[config.mk]
export PLATFORM = sky130hd
export DESIGN_NAME = stopwatch_core
export DESIGN_NICKNAME = d
export VERILOG_FILES = /design/src/rtl/stopwatch_pkg.sv /design/src/rtl/bcd_digit_counter.sv /design/src/rtl/stopwatch_core.sv
export SDC_FILE = /design/constraint.sdc
export NUM_CORES = 1
export LEC_CHECK = 0
export CAP_MARGIN = 20
export CORE_MARGIN = 5
export CORE_UTILIZATION = 30
export CTS_BUF_LIST = sky130_fd_sc_hd__clkbuf_4 sky130_fd_sc_hd__clkbuf_8
export DETAILED_ROUTE_END_ITERATION = 7
export PLACE_DENSITY = 0.58
export SYNTH_ARGS = -nofsm -noshare
export SYNTH_HDL_FRONTEND = slang
export SYNTH_SLANG_ARGS = --single-unit
[constraint.sdc]
create_clock -name clock -period 3.2 [get_ports clock]
set_clock_uncertainty 0.1 [all_clocks]
set_input_delay 0.64 -clock clock [delete_from_list [all_inputs] [get_ports clock]]
set_output_delay 0.64 -clock clock [all_outputs]
set_load 0.05 [all_outputs]
[src/rtl/stopwatch_pkg.sv]
// stopwatch_pkg: shared types and digit limits for the stop-watch core.
// Optional lap feature is selected in stopwatch_core by STOPWATCH_LAP_EN.
package stopwatch_pkg;

    // Control states; LAP is only reachable when STOPWATCH_LAP_EN is defined.
    typedef enum logic [1:0] {
        IDLE    = 2'd0,
        RUNNING = 2'd1,
        LAP     = 2'd2,
        STOPPED = 2'd3
    } state_t;

    typedef logic [3:0] bcd_t;

    // Inclusive upper value of each display digit (M:SS.s).
    localparam bcd_t SUBSEC_MAX  = 4'd9;
    localparam bcd_t SEC_MAX     = 4'd9;
    localparam bcd_t TEN_SEC_MAX = 4'd5;
    localparam bcd_t MIN_MAX     = 4'd9;

    // Full display value, most significant digit first.
    typedef struct packed {
        bcd_t min;
        bcd_t ten_sec;
        bcd_t sec;
        bcd_t subsec;
    } bcd_time_t;

    // The prescaler and the counters only advance in these states.
    function automatic logic is_counting(input state_t s);
        return (s == RUNNING) || (s == LAP);
    endfunction

endpackage

[src/rtl/bcd_digit_counter.sv]
// bcd_digit_counter: one decimal digit of the cascaded time counter.
// Counts 0..MAX on inc, synchronous clear has priority, carry is combinational.
module bcd_digit_counter
    import stopwatch_pkg::*;
#(
    parameter bcd_t MAX = 4'd9
) (
    input  logic clock,
    input  logic reset_n,
    input  logic clear,
    input  logic inc,
    output bcd_t value,
    output logic carry
);

    bcd_t value_q;
    bcd_t value_d;

    // Next digit value: clear, else step and roll over past MAX.
    always_comb begin
        value_d = value_q;
        if (clear) begin
            value_d = '0;
        end else if (inc) begin
            // >= keeps the digit in range even from an unexpected value
            value_d = (value_q >= MAX) ? '0 : value_q + 4'd1;
        end
    end

    // Digit register.
    always_ff @(posedge clock or negedge reset_n) begin
        if (!reset_n) begin
            value_q <= '0;
        end else begin
            value_q <= value_d;
        end
    end

    assign value = value_q;
    assign carry = inc && (value_q == MAX);

endmodule

[src/rtl/stopwatch_core.sv]
// stopwatch_core: 1/10 s prescaler, cascaded BCD time counter and the
// run/stop/lap control FSM of the stop-watch.
// Build option: define STOPWATCH_LAP_EN to include the LAP state and the
// snapshot latch; without it lap_hold is 0 and the display is always live.
module stopwatch_core
    import stopwatch_pkg::*;
#(
    parameter int unsigned CLOCK_HZ = 12_000_000,
    parameter int unsigned TICK_HZ  = 10
) (
    input  logic       clock,
    input  logic       reset_n,
    input  logic       start_stop,
    input  logic       lap_reset,
    output logic       running,
    output logic       lap_hold,
    output logic [3:0] digit_min,
    output logic [3:0] digit_ten_sec,
    output logic [3:0] digit_sec,
    output logic [3:0] digit_subsec,
    output logic       wrap
);

    localparam int unsigned DIV = CLOCK_HZ / TICK_HZ;
    localparam int unsigned PW  = $clog2(DIV);
    localparam logic [PW-1:0] PRESC_TOP = PW'(DIV - 1);

    state_t state_q;
    state_t state_d;

    logic          presc_clear;
    logic          cnt_clear;
    logic          snap_load;
    logic          counting;
    logic          tick;
    logic [PW-1:0] presc_q;
    logic [PW-1:0] presc_d;
    logic          wrap_q;
    logic          wrap_d;

    bcd_time_t live;
    bcd_time_t disp;
    logic      carry_subsec;
    logic      carry_sec;
    logic      carry_ten_sec;
    logic      carry_min;

    // Control FSM: next state plus the one-cycle clear/load strobes.
    // start_stop is tested first in every state so it wins over lap_reset.
    always_comb begin
        state_d     = state_q;
        presc_clear = 1'b0;
        cnt_clear   = 1'b0;
        snap_load   = 1'b0;
        unique case (state_q)
            IDLE: begin
                if (start_stop) begin
                    state_d     = RUNNING;
                    presc_clear = 1'b1;
                end
            end
            RUNNING: begin
                if (start_stop) begin
                    state_d = STOPPED;
                end
`ifdef STOPWATCH_LAP_EN
                else if (lap_reset) begin
                    state_d   = LAP;
                    snap_load = 1'b1;
                end
`endif
            end
`ifdef STOPWATCH_LAP_EN
            LAP: begin
                if (start_stop) begin
                    state_d = STOPPED;
                end else if (lap_reset) begin
                    state_d = RUNNING;
                end
            end
`endif
            STOPPED: begin
                // Resume keeps the prescaler phase; only a clear zeroes it.
                if (start_stop) begin
                    state_d = RUNNING;
                end else if (lap_reset) begin
                    state_d     = IDLE;
                    presc_clear = 1'b1;
                    cnt_clear   = 1'b1;
                end
            end
            default: begin
                state_d = IDLE;
            end
        endcase
    end

    // FSM state register.
    always_ff @(posedge clock or negedge reset_n) begin
        if (!reset_n) begin
            state_q <= IDLE;
        end else begin
            state_q <= state_d;
        end
    end

    assign counting = is_counting(state_q);

    // Prescaler next value and the one-cycle count tick at its top value.
    always_comb begin
        tick    = counting && (presc_q == PRESC_TOP);
        presc_d = presc_q;
        if (presc_clear) begin
            presc_d = '0;
        end else if (counting) begin
            presc_d = tick ? '0 : presc_q + PW'(1);
        end
    end

    // Prescaler register.
    always_ff @(posedge clock or negedge reset_n) begin
        if (!reset_n) begin
            presc_q <= '0;
        end else begin
            presc_q <= presc_d;
        end
    end

    bcd_digit_counter #(.MAX(SUBSEC_MAX)) u_subsec (
        .clock   (clock),
        .reset_n (reset_n),
        .clear   (cnt_clear),
        .inc     (tick),
        .value   (live.subsec),
        .carry   (carry_subsec)
    );

    bcd_digit_counter #(.MAX(SEC_MAX)) u_sec (
        .clock   (clock),
        .reset_n (reset_n),
        .clear   (cnt_clear),
        .inc     (carry_subsec),
        .value   (live.sec),
        .carry   (carry_sec)
    );

    bcd_digit_counter #(.MAX(TEN_SEC_MAX)) u_ten_sec (
        .clock   (clock),
        .reset_n (reset_n),
        .clear   (cnt_clear),
        .inc     (carry_sec),
        .value   (live.ten_sec),
        .carry   (carry_ten_sec)
    );

    bcd_digit_counter #(.MAX(MIN_MAX)) u_min (
        .clock   (clock),
        .reset_n (reset_n),
        .clear   (cnt_clear),
        .inc     (carry_ten_sec),
        .value   (live.min),
        .carry   (carry_min)
    );

    assign wrap_d = carry_min;

    // Wrap pulse lands in the same cycle as the 0:00.0 digits.
    always_ff @(posedge clock or negedge reset_n) begin
        if (!reset_n) begin
            wrap_q <= 1'b0;
        end else begin
            wrap_q <= wrap_d;
        end
    end

`ifdef STOPWATCH_LAP_EN
    bcd_time_t snap_q;
    bcd_time_t snap_d;

    // Snapshot takes the pre-edge live count, so a coinciding tick is excluded.
    always_comb begin
        snap_d = snap_q;
        if (snap_load) begin
            snap_d = live;
        end
    end

    // Lap snapshot register.
    always_ff @(posedge clock or negedge reset_n) begin
        if (!reset_n) begin
            snap_q <= '0;
        end else begin
            snap_q <= snap_d;
        end
    end

    assign lap_hold = (state_q == LAP);
    assign disp     = lap_hold ? snap_q : live;
`else
    assign lap_hold = 1'b0;
    assign disp     = live;
`endif

    assign running       = counting;
    assign wrap          = wrap_q;
    assign digit_min     = disp.min;
    assign digit_ten_sec = disp.ten_sec;
    assign digit_sec     = disp.sec;
    assign digit_subsec  = disp.subsec;

endmodule

# Word level (Yosys, flattened, before mapping)

Cells that the tools add are included.

Bits of input ports: 4
Register bits after elaboration: 40

$lt $le $gt $ge: 4
$add $sub $neg: 5
Multiplexer cells: 25
Equal/unequal tests: 11
Reductions and logical operators: 13

Operator list:

| cell                                                                   | number |
|---|---|
| 21-bit 2-to-1 mux                                                      | 3 |
| 4-bit 2-to-1 mux                                                       | 12 |
| 21-bit by 1-bit adder with 21-bit output (second input constant)       | 1 |
| 21-bit equality test (second input constant)                           | 1 |
| 4-bit by 1-bit adder with 4-bit output (second input constant)         | 4 |
| 4-bit equality test (second input constant)                            | 3 |
| 4-bit >= comparator (second input constant)                            | 3 |
| 2-bit nonzero test                                                     | 5 |
| 2-bit 2-to-1 mux                                                       | 4 |
| 2-bit case mux with 3 select lines                                     | 1 |
| 1-bit logical AND                                                      | 5 |
| 2-bit equality test (second input constant)                            | 2 |
| 4-bit by 3-bit equality test with 1-bit output (second input constant) | 1 |
| 4-bit by 3-bit >= comparator with 1-bit output (second input constant) | 1 |
| 1-bit 2-to-1 mux                                                       | 4 |
| 2-bit != test (second input constant)                                  | 2 |
| 3-bit != test (second input constant)                                  | 1 |
| 3-bit AND reduction                                                    | 1 |
| 2-bit by 1-bit equality test with 1-bit output (second input constant) | 1 |
| 2-bit zero test                                                        | 1 |
| 1-bit case mux with 2 select lines                                     | 1 |
| 1-bit logical OR                                                       | 1 |

# Longest topological paths before layout

Depth in word-level cells: 8
Gate-level depth with buffers: 8

# Modules after synthesis

A second synthesis with hierarchy kept.

Cells, all modules: 255
Area total of the unflattened synthesis: 2482.4 sq um

Modules (own cells, without submodules):

| module                         | cells an instance | instances | area each (sq um) | seq. area each (sq um) |
|---|---|---|---|---|
| stopwatch_core                 | 148               | 1         | 1396.3            | 600.6 |
| bcd_digit_counter at u_min ... | 27                | 3         | 269.0             | 100.1 |
| bcd_digit_counter at u_ten_sec | 26                | 1         | 279.0             | 100.1 |

# Least setup slack after synthesis

Ideal clock, no wire load.

Path type: flip-flop to flip-flop
From: register state_q[0]
To: register u_ten_sec.value_q[2] (netlist: u_ten_sec.value[2])
Setup time: 0.082 ns
Stages on the path, launching flop included: 8
Buffers on the path: 0
Setup slack: 0.490 ns
Arrival: 2.528 ns
Path through: dfrtp_1 -> inv_1 -> ha_1 -> nand2_1 -> nor4b_4 -> nand4_2 -> or4b_1 -> a31oi_1

Longest elaborated chain between the ends: 6

Ends and longest elaborated chain:

| element                                                                               | RTL line                | RTL |
|---|---|---|
| start: declaration                                                                    | stopwatch_core.sv:28    | `state_t state_q;` |
| start signal: assignment                                                              | stopwatch_core.sv:103   | `state_q <= state_d;` |
| 2-bit by 1-bit equality test with 1-bit output or 2-bit equality test (tied branches) | stopwatch_pkg.sv:31     | `return (s == RUNNING) \|\| (s == LAP);` |
| 1-bit logical OR (*)                                                                  | stopwatch_pkg.sv:31     |  |
| net running                                                                           | stopwatch_core.sv:15    | `output logic running,` |
| 1-bit logical AND (*)                                                                 | stopwatch_core.sv:111   | `tick = counting && (presc_q == PRESC_TOP);` |
| 1-bit logical AND (*) (2 in a row)                                                    | bcd_digit_counter.sv:40 | `assign carry = inc && (value_q == MAX);` |
| 2-bit nonzero test (no line) (*)                                                      | --                      |  |
| end signal: assignment                                                                | bcd_digit_counter.sv:35 | `value_q <= value_d;` |
| end: declaration                                                                      | bcd_digit_counter.sv:16 | `bcd_t value_q;` |

The timed path passes the listed nets; every way through them passes the cells marked *.
A chain may end at the register's enable or synchronous reset.

# Worst setup path in the final report

From: register state_q[0]
To: output port running

Longest elaborated chain between the ends: 2

Ends and longest elaborated chain:

| element                                                                               | RTL line |
|---|---|
| 2-bit by 1-bit equality test with 1-bit output or 2-bit equality test (tied branches) | stopwatch_pkg.sv:31 |
| 1-bit logical OR (*)                                                                  | stopwatch_pkg.sv:31 |
| end: declaration                                                                      | stopwatch_core.sv:15 |

Mark *: on every way between the ends. The rest lies on a longest branch, timed or not.

==> results.txt <==
The flow ran to the end, and the final reports show no timing, DRC or antenna violations. The critical path is of the flop to primary output type. The classification of the worst-slack hold path was input port to async pin. The worst path meets setup with 0.308 ns of slack.

The count of unique library cells instantiated by Yosys is 47, and the sum of routed wire length over all layers is 5.49 mm. The post-route DRC violation count is 0, and the overall global routing resource usage is 11.8%. The number of nets in the layout came out at 316.

Via count of the first global-routing pass: 2,030. For the number of antenna violations at the first check in global routing, the log shows 0. The synthesized instance count was 274. The clock slew at the register clock pins of the worst setup and hold paths was 0.08 ns; the fraction of final layout cells sized beyond drive strength 1 was 7.07%.

The register area share after synthesis is 41.0%, and the async set or reset register ratio after synthesis is 100%. Buffers inserted during clock tree synthesis total 5. The logs give 0 for the final number of max-transition violations and 2,091 for the vias after detailed routing. The largest fanout on the critical path was 8; the die area was 0.0100 sq mm. The number of nets handed over by synthesis was 294. The post-route setup TNS is 0 ns, and the measured slew at the worst slew-check pin is 0.927 ns.

The clock root buffer master was sky130_fd_sc_hd__clkbuf_8. Post-detailed-route wirelength per cell: 13.8 um. The chip height came out at 100 um. Area growth from synthesis to layout: 17.6%.

Data on the critical path is required at its endpoint by 2.46 ns. After floorplanning, the core was divided into 32 placement rows. The dominant synthesized flop cell is sky130_fd_sc_hd__dfrtp_1. In this run the static leakage power is 1.19 nW. The pin count of the biggest net entering global routing is 41. The number of antenna diodes in the final layout is 0. The H-tree was split into 2 levels. Post-synthesis area per instance: 8.90 sq um. The longest clock path from root to sink contains 2 buffers. Detailed placement finished with a half-perimeter wire length of 3.88 mm. The number of setup buffers added after CTS is 0. After synthesis the netlist holds a flip-flop and latch count of 40.

The tools report the summed area of non-filler cells in the final layout as 0.00287 sq mm. The routed design could run at a clock period as short as 2.89 ns. The total number of yosys warnings came out at 0. In this run the count of I/O pins placed on the die edge is 23.

The count of port buffers added during placement was 21. Setup violations remaining at the end of the flow were counted as 0. Setup slack after placement: 0.559 ns. Category of the worst setup path capture point: a primary output. The share of the cycle needed by the critical path after routing was 90.4%; the clock latency reported for the late side of the worst-skew pair was 0.29 ns. Summed over all layers, the global routing overflow is 0. The die width was 100 um.

The cts-stage hold buffer count came out at 0. The tools report the launching element type of the critical path as a flop. The total placed instance area came out at 0.00276 sq mm. The logs give 0 for the final count of hold timing violations and 40 for the clock net sink count. The worst pin sits at a relative slew slack of 38.2%. Setup repair after global routing left no endpoint under its margin. The residual antenna-violating net count after detailed routing came out at 0. Using the TritonRoute via totals, the vias-per-cell ratio works out to 5.24. The routability congestion estimate from global placement was 0.789.

The synthesized area is 0.00244 sq mm. STA puts the critical path data arrival time at 2.15 ns. The logs give 4 for the number of detailed-routing iterations run before antenna repair and 0 for the count of cells resized by post-cts repair. TritonCTS built the clock tree. The initial core utilization is 31.3%. The worst-case IR drop observed on VDD is 0.474 mV.

The logs give 109 for the initial detailed-routing violation count and 346 MHz for the upper clock frequency limit. Max-cap check violation count: 0. The number of flops mapped to enable cells by yosys works out to 0.

The total power per unit cell area came out at 836 mW/mm^2. The first global-routing pass estimated 9.70 mm of wire. In this run the standard cell core region covers 0.00781 sq mm.
-- registers in the layout (all words and copies together) (netlist names) --
register and cells:
u_sec.value 4, u_subsec.value 4, u_min.value 4, u_ten_sec.value 4, wrap 1, presc_q 21
state_q 2
-- cell usage in the layout, fill, tap and decap left out, types with 2 or more instances in the layout --
master,instances
sky130_fd_sc_hd__inv_1,16
sky130_fd_sc_hd__buf_4,3
sky130_fd_sc_hd__dfrtp_1,40
sky130_fd_sc_hd__nand3b_1,2
sky130_fd_sc_hd__nand2_1,37
sky130_fd_sc_hd__nor4_1,5
sky130_fd_sc_hd__nor3b_1,3
sky130_fd_sc_hd__clkdlybuf4s50_1,20
sky130_fd_sc_hd__o221a_2,2
sky130_fd_sc_hd__o31ai_1,4
sky130_fd_sc_hd__o311ai_0,2
sky130_fd_sc_hd__nor3_1,4
sky130_fd_sc_hd__a21oi_1,14
sky130_fd_sc_hd__a22o_1,2
sky130_fd_sc_hd__a41oi_1,4
sky130_fd_sc_hd__or4_1,2
sky130_fd_sc_hd__nor2_1,18
sky130_fd_sc_hd__nand4b_1,2
sky130_fd_sc_hd__nand4_2,2
sky130_fd_sc_hd__a31oi_1,12
sky130_fd_sc_hd__o211ai_1,3
sky130_fd_sc_hd__a21o_1,3
sky130_fd_sc_hd__o21ai_0,17
sky130_fd_sc_hd__ha_1,16
sky130_fd_sc_hd__nand3_1,23
sky130_fd_sc_hd__clkbuf_8,5
sky130_fd_sc_hd__nand4_1,6
sky130_fd_sc_hd__nand2b_1,6
-- critical path, stage by stage, from the launching register on --
cell and delay, ns:
sky130_fd_sc_hd__dfrtp_1 0.42, sky130_fd_sc_hd__inv_1 0.10, sky130_fd_sc_hd__ha_1 0.47, sky130_fd_sc_hd__clkdlybuf4s50_1 0.87
-- per-stage QoR --
stage / hold slack, ns / cells / util (%) / power, mW
6_report: 0.380 / 399 / 36.7 / 2.40
5_1_grt: 0.421 / 399 / 36.7 / 2.61
4_1_cts: 0.397 / 399 / 36.7 / 2.42
3_5_place_dp: 0.385 / 391 / 35.3 / 1.99
3_3_place_gp: 0.376 / 391 / 35.3 / 1.97
2_1_floorplan: 0.244 / 274 / - / 1.64
-- cell usage after synthesis (all sizes together), types with 2 or more instances --
cell    number  area [sq um]
nand3       24           125
inv         16          60.1
a22o         2          17.5
a21o         3          22.5
nand2       37           139
nor2        18          67.6
nor3         5          36.3
nand2b       6          37.5
nand3b       2          15.0
nand4        8          62.6
a31oi       12          75.1
nand4b       2          17.5
a41oi        4          35.0
clkbuf       8          30.0
or4          2          15.0
nor3b        3          22.5
dfrtp       40          1000
o21ai       17          85.1
o221a        2          22.5
nor4         6          43.8
o31ai        4          30.0
and2         2          12.5
o311ai       2          17.5
o211ai       3          22.5
a21oi       14          70.1
ha          16           200
-- layout make-up --
cell class	count	area, sq um
Fill cell	802	4940
Sequential cell	40	1000
Multi-Input combinational cell	208	1340
Clock buffer	6	76.3
Tap cell	102	128
Timing Repair Buffer	24	228
Inverter	17	63.8
Clock inverter	2	35.0
-- report_power, final --
group / leakage (nW) / internal, mW / switching (mW)
combinational: 0.591 / 0.399 / 0.772
clock: 0.0586 / 0.240 / 0.184
sequential: 0.537 / 0.625 / 0.177
-- worst paths after layout --
path                            slack, ns  cells past startpoint        from            endpoint
worst max-delay path                 0.31                      3  state_q[0]             running
worst min-delay path                 0.38                      1     reset_n  u_ten_sec.value[0]
worst max register to register       0.56                      7  state_q[0]  u_ten_sec.value[2]
worst min register to register       0.40                      1  presc_q[6]          presc_q[6]
max in group asynchronous            2.04                      1     reset_n         presc_q[15]
min in group clock                   0.40                      1  presc_q[6]          presc_q[6]
-- per-layer routing --
metal  vias to the layer above  wire length, um  share of wire, %  track usage [%]
met5                         -                0                 0                0
met4                         0               18              0.33             1.97
met3                         2              263               4.8             3.82
met2                        35             2580                47             19.1
met1                      1005             2620                48             15.7
li1                       1049                -                 -                -
-- cell families (layout without fill, tap and decap cells) --
logic type	Yosys count	after routing	synth area share, %
buffers and inverters	26	49	4.15
adders and majority gates	16	16	8.21
xor gates and xnor gates	1	1	0.359
AOI/OAI and AO/OA	67	67	17.7
and+or+nand+nor	122	122	28.0
muxes	1	1	0.410
DFF	40	40	41.0
other	1	1	0.154
(Power assumes the default switching activity.)
